$ cat src/rtl/fifo_uart_tx.sv
// fifo_uart_tx: drains 16-bit words from a normal-mode FIFO, sends each as two UART bytes, high first.
// Define UART_PARITY_EN for 8E1 framing; the default build is 8N1.
module fifo_uart_tx #(
  parameter int unsigned CLK_FREQ  = 50_000_000,
  parameter int unsigned BAUD_RATE = 115200
) (
  input  logic        clock,
  input  logic        rstn,
  input  logic        enable,
  input  logic [15:0] fifo_data_in,
  input  logic        fifo_empty,
  output logic        fifo_rdreq,
  output logic        tx,
  output logic        busy,
  output logic [15:0] words_sent
);

  localparam int unsigned CPB = CLK_FREQ / BAUD_RATE;
  localparam int unsigned CW  = (CPB > 2) ? $clog2(CPB) : 1;
  localparam logic [CW-1:0] CNT_MAX = CW'(CPB - 1);

  if (CPB < 2) begin : g_bad_baud
    $error("fifo_uart_tx: CLK_FREQ/BAUD_RATE must be >= 2");
  end

  typedef enum logic [2:0] {
    S_IDLE,
    S_POP,
    S_LATCH,
    S_START,
    S_DATA,
`ifdef UART_PARITY_EN
    S_PARITY,
`endif
    S_STOP
  } state_t;

  state_t        state_q, state_d;
  logic [CW-1:0] cnt_q, cnt_d;
  logic [2:0]    bit_q, bit_d;
  logic          byte_q, byte_d;
  logic [15:0]   word_q, word_d;
  logic [15:0]   sent_q, sent_d;
  logic          tx_q, tx_d;
  logic          busy_q, busy_d;
  logic          tick;
  logic [CW-1:0] cnt_inc;
  logic [7:0]    cur_byte;

  always_ff @(posedge clock or negedge rstn) begin
    if (!rstn) begin
      state_q <= S_IDLE;
      cnt_q   <= '0;
      bit_q   <= '0;
      byte_q  <= 1'b0;
      word_q  <= '0;
      sent_q  <= '0;
      tx_q    <= 1'b1;
      busy_q  <= 1'b0;
    end else begin
      state_q <= state_d;
      cnt_q   <= cnt_d;
      bit_q   <= bit_d;
      byte_q  <= byte_d;
      word_q  <= word_d;
      sent_q  <= sent_d;
      tx_q    <= tx_d;
      busy_q  <= busy_d;
    end
  end

  always_comb begin
    state_d = state_q;
    cnt_d   = '0;
    bit_d   = bit_q;
    byte_d  = byte_q;
    word_d  = word_q;
    sent_d  = sent_q;
    tick    = (cnt_q == CNT_MAX);
    cnt_inc = tick ? '0 : cnt_q + 1'b1;
    unique case (state_q)
      S_IDLE: begin
        if (enable && !fifo_empty) state_d = S_POP;
      end
      S_POP: state_d = S_LATCH;
      S_LATCH: begin
        word_d  = fifo_data_in;
        byte_d  = 1'b0;
        bit_d   = '0;
        state_d = S_START;
      end
      S_START: begin
        cnt_d = cnt_inc;
        if (tick) state_d = S_DATA;
      end
      S_DATA: begin
        cnt_d = cnt_inc;
        if (tick) begin
          bit_d = bit_q + 3'd1;
`ifdef UART_PARITY_EN
          if (bit_q == 3'd7) state_d = S_PARITY;
`else
          if (bit_q == 3'd7) state_d = S_STOP;
`endif
        end
      end
`ifdef UART_PARITY_EN
      S_PARITY: begin
        cnt_d = cnt_inc;
        if (tick) state_d = S_STOP;
      end
`endif
      S_STOP: begin
        cnt_d = cnt_inc;
        if (tick) begin
          if (!byte_q) begin
            byte_d  = 1'b1;
            state_d = S_START;
          end else begin
            sent_d  = sent_q + 16'd1;
            state_d = S_IDLE;
          end
        end
      end
      default: state_d = S_IDLE;
    endcase
  end

  // tx is registered from next-state values so it changes on the same edge as the FSM
  always_comb begin
    cur_byte = byte_d ? word_d[7:0] : word_d[15:8];
    tx_d     = 1'b1;
    unique case (state_d)
      S_START:  tx_d = 1'b0;
      S_DATA:   tx_d = cur_byte[bit_d];
`ifdef UART_PARITY_EN
      S_PARITY: tx_d = ^cur_byte;
`endif
      default:  tx_d = 1'b1;
    endcase
    busy_d     = (state_d != S_IDLE);
    fifo_rdreq = rstn && (state_q == S_IDLE) && enable && !fifo_empty;
  end

  assign tx         = tx_q;
  assign busy       = busy_q;
  assign words_sent = sent_q;

endmodule
$ cat config.mk
export PLATFORM = sky130hd
export DESIGN_NAME = fifo_uart_tx
export DESIGN_NICKNAME = d
export VERILOG_FILES = /design/src/rtl/fifo_uart_tx.sv
export SDC_FILE = /design/constraint.sdc
export NUM_CORES = 1
export LEC_CHECK = 0
export ABC_AREA = 1
export CAP_MARGIN = 0
export CORE_ASPECT_RATIO = 0.9
export CORE_MARGIN = 2
export CORE_UTILIZATION = 49
export CTS_BUF_LIST = sky130_fd_sc_hd__clkbuf_8 sky130_fd_sc_hd__clkbuf_16
export DETAILED_ROUTE_END_ITERATION = 8
export PLACE_DENSITY = 0.76
export SYNTH_ARGS = -nofsm -noshare
export SYNTH_HDL_FRONTEND = slang
export SYNTH_SLANG_ARGS = --single-unit
$ cat constraint.sdc
create_clock -name clock -period 1.6 [get_ports clock]
set_input_delay 0.32 -clock clock [delete_from_list [all_inputs] [get_ports clock]]
set_output_delay 0.32 -clock clock [all_outputs]
set_load 0.01 [all_outputs]
==> out/metrics.yaml <==
drc_errors: 0
syn_area_um2: 2650
die_w_um: 81.4
worst_r2r_endpoint: "tx"
finalCritPeriodShare: 1.19
post-dp-hpwl_mm: 4.38
path_class: "reg -> reg"
num_vias: 2447
critPathMostFrequentCell: "nand2_1"
cts_hold_buf: 0
crit_path_end_kind: "register"
synth_cell_type_count: 28
grt_pass1_vias: 2373
synth-xor-area-share: 0.0530
ant_nets: 0
numCtsBuffers: 5
rows: 25
synth_compound_area_frac: 0.0303
crit_family: "simple AND/OR/NAND/NOR gates"
ys_seq_elements: 50
cp_cell_sequence: "inv_2 -> ha_4 -> nand2_4 -> nor2_4 -> nand2_4 -> nor2_4 -> buf_6 -> inv_4 -> o211ai_1 -> nand3_1 -> nor2_2 -> nand2_1 -> inv_1 -> nand2_1 -> nand2_1"
grt_pass1_wl_mm: 10.3
pre_cts_ws_ns: -0.441
cts_max_path_buffers: 2
placed_cells: 477
fmax_mhz: 526
min_period_ns: 1.90
vias_per_cell: 4.86
gp_congestion: 0.887
fp.dieH_um: 73.7
ys_seq_area_frac: 0.474
p_comb_frac: 0.053
antenna_cells: 0
track_usage: 0.226
wire_per_inst_um: 13.2
syn2layout_area_growth_pct: 46.3
cts.sinks: 50
setup_viol: 19
synth_fa_ha_area_frac: 0.0237
dieArea_um2: 6000
cts_tree: "done"
core_um2: 5220
clock_power_share: 0.431
drt_wl_total_mm: 6.64
h-tree-depth: 2
avgSynthCellArea_um2: 7.99
max-cap-violations: 0
pwr_density_cell_nw_per_um2: 645
synthSimpleGateAreaFrac: 0.328
crit_slowest_cell: "dfrtp_1"
cpPeakStageDelay_ns: 0.40
path_depth: 15
finalClockSkew_ns: 0.00983
critPathMaxFanout: 4
synth.area.mux_share: 0
pwr-share-seq: 0.516
p_leak_uw: 0.00212
violations: "setup timing"
crit_start: "cnt_q[1]"
root_buffer: "clkbuf_8"
port_buffers: 38
switching_share: 0.207
final.setup.worst_slack_ns: -0.299
layout.nets: 461
hold_violations: 0
start_kind: "register"
clkTransAtPathRegs_ns: 0.10
power.internal_uw: 1980
drv_slew: 0
cp_num_buf_inv: 4
rr_worst_depth: 15
peakVddDrop_v: 0.000495
antenna_found_initial: 0
grt_overflow: 0
slew_headroom: 0.574
r2r_slack_ns: -0.30
holdCritPathClass: "in -> async"
yosys_warnings: 0
run_status: "finished, violations left"
drt_iter0_drc: 97
grt_max_degree: 51
total_power_uw: 2490
synth_cells: 331
power_switching_uw: 517
first_pass_iters: 4
start_util: 0.506
required_ns: 1.86
fillers: 385
worstSetupEndpoint: "tx"
worst_slew_pin_slew_ns: 0.638
synth_top_family_by_area: "simple AND/OR/NAND/NOR gates"
synthesis.nets: 356
drive_gt1_frac: 0.281
pin_count: 39
r2r_start: "cnt_q[1]"
fin_cells: 504
rsz0062_at_grt: "yes"
clk_latency_ns: 0.31
arrival_ns: 2.16
[cells in the mapped netlist]
cell / number / share of area
dfstp_2: 1 / 0.0099
nor4_1: 3 / 0.0071
nand2_2: 4 / 0.0095
xor2_1: 9 / 0.030
inv_1: 58 / 0.082
nor3b_1: 1 / 0.0028
nand4_1: 4 / 0.0095
xnor2_1: 7 / 0.023
o21ai_1: 3 / 0.0057
nor2_2: 3 / 0.0071
o31ai_1: 1 / 0.0028
buf_2: 2 / 0.0038
a21oi_1: 3 / 0.0057
and3_1: 2 / 0.0047
nand2_1: 93 / 0.13
o21ai_0: 7 / 0.013
and2_1: 2 / 0.0047
nor3_1: 5 / 0.0095
nand2_4: 2 / 0.0085
o211ai_1: 1 / 0.0028
inv_2: 1 / 0.0014
nand3_1: 32 / 0.061
nand3_2: 4 / 0.015
dfrtp_1: 49 / 0.46
nor2_4: 6 / 0.026
nor2_1: 22 / 0.031
buf_6: 1 / 0.0043
ha_1: 5 / 0.024
[cell families after synthesis]
logic type,after synthesis
buf+inv,62
flops,50
fa+ha+maj,5
simple gates,183
xor+xnor,16
compound gates,15
[layer usage]
metal	up-vias	routed length (µm)	global-route usage
met5	-	0	0
met3	11	239	0.0418
met2	51	3530	0.420
met4	0	141	0.0678
li1	1230	-	-
met1	1155	2730	0.263
[power groups by stage]
stage          Combinational, µW  Clock, µW  Sequential, µW
6_report                     131       1070            1290
4_1_cts                      134       1080            1290
2_1_floorplan               39.8          0            1310
3_5_place_dp                 133          0            1310
3_3_place_gp                 131          0            1310
5_1_grt                      151       1140            1290
[per-stage QoR]
stage	setup TNS [ns]	area, µm²	hold WS (ns)	util
after global placement	-1.41	3430	0.471	0.656
final	-2.67	3870	0.132	0.741
after detailed placement	-2.08	3430	0.486	0.656
after CTS	-2.13	3690	0.153	0.706
after floorplan	-0.397	2650	0.0244	-
after global routing	-4.93	3870	0.194	0.741
[cell type report]
| type | instances | area [µm²] | share of cell area |
|---|---|---|---|
| clock buffers | 5 | 68.8 | 0.0178 |
| well taps | 67 | 83.8 | 0.0217 |
| repair buffers | 101 | 883 | 0.228 |
| multi-input cells | 219 | 1280 | 0.331 |
| clock inverters | 3 | 68.8 | 0.0178 |
| inverters | 59 | 226 | 0.0585 |
| flip-flops and latches | 50 | 1260 | 0.325 |
[how the worst min path moves through the flow]
| stage | start | to | slack (ns) | cells after the start |
|---|---|---|---|---|
| floorplan | rstn | bit_q[0] | 0.02 | 0 |
| global placement | word_q[12] | word_q[12] | 0.47 | 2 |
| detailed placement | rstn | words_sent[2] | 0.49 | 2 |
| CTS | rstn | cnt_q[6] | 0.15 | 2 |
| global route | rstn | state_q[0] | 0.19 | 2 |
| finish | rstn | state_q[2] | 0.13 | 2 |
[flip-flops by register name (all words and copies together), names as in the netlist]
signal	cells
busy	1
word_q	16
byte_q	1
state_q	3
tx	1
bit_q	3
cnt_q	9
words_sent	16
[placed cells by master, fill, tap and decap left out, types with 3 or more instances in the layout]
| cell type | instances |
|---|---|
| ha_1 | 3 |
| nor2_2 | 4 |
| nand2_2 | 6 |
| dfrtp_1 | 46 |
| buf_6 | 4 |
| nor3_1 | 3 |
| nand3_2 | 6 |
| inv_2 | 5 |
| dlygate4sd2_1 | 4 |
| o21ai_0 | 5 |
| nand3_1 | 30 |
| nor2_4 | 8 |
| inv_1 | 52 |
| clkbuf_8 | 5 |
| xor2_1 | 7 |
| nand2_4 | 3 |
| xnor2_1 | 6 |
| nand2_1 | 89 |
| nand4_1 | 4 |
| clkdlybuf4s50_1 | 25 |
| nor2_1 | 19 |
| a21oi_1 | 3 |
| dlymetal6s2s_1 | 7 |
| o21ai_1 | 3 |
| buf_4 | 58 |
| dfrtp_2 | 3 |
[timing repair]
action | CTS | global route
cloned | 0 | 0
gates resized for setup | 18 | 40
endpoints found under the setup margin | 30 | 36
pin swaps | 4 | 12
buffers inserted | 11 | 8
endpoints found under the hold margin | 0 | 0
Note: power is estimated with default switching activity, not from simulation.
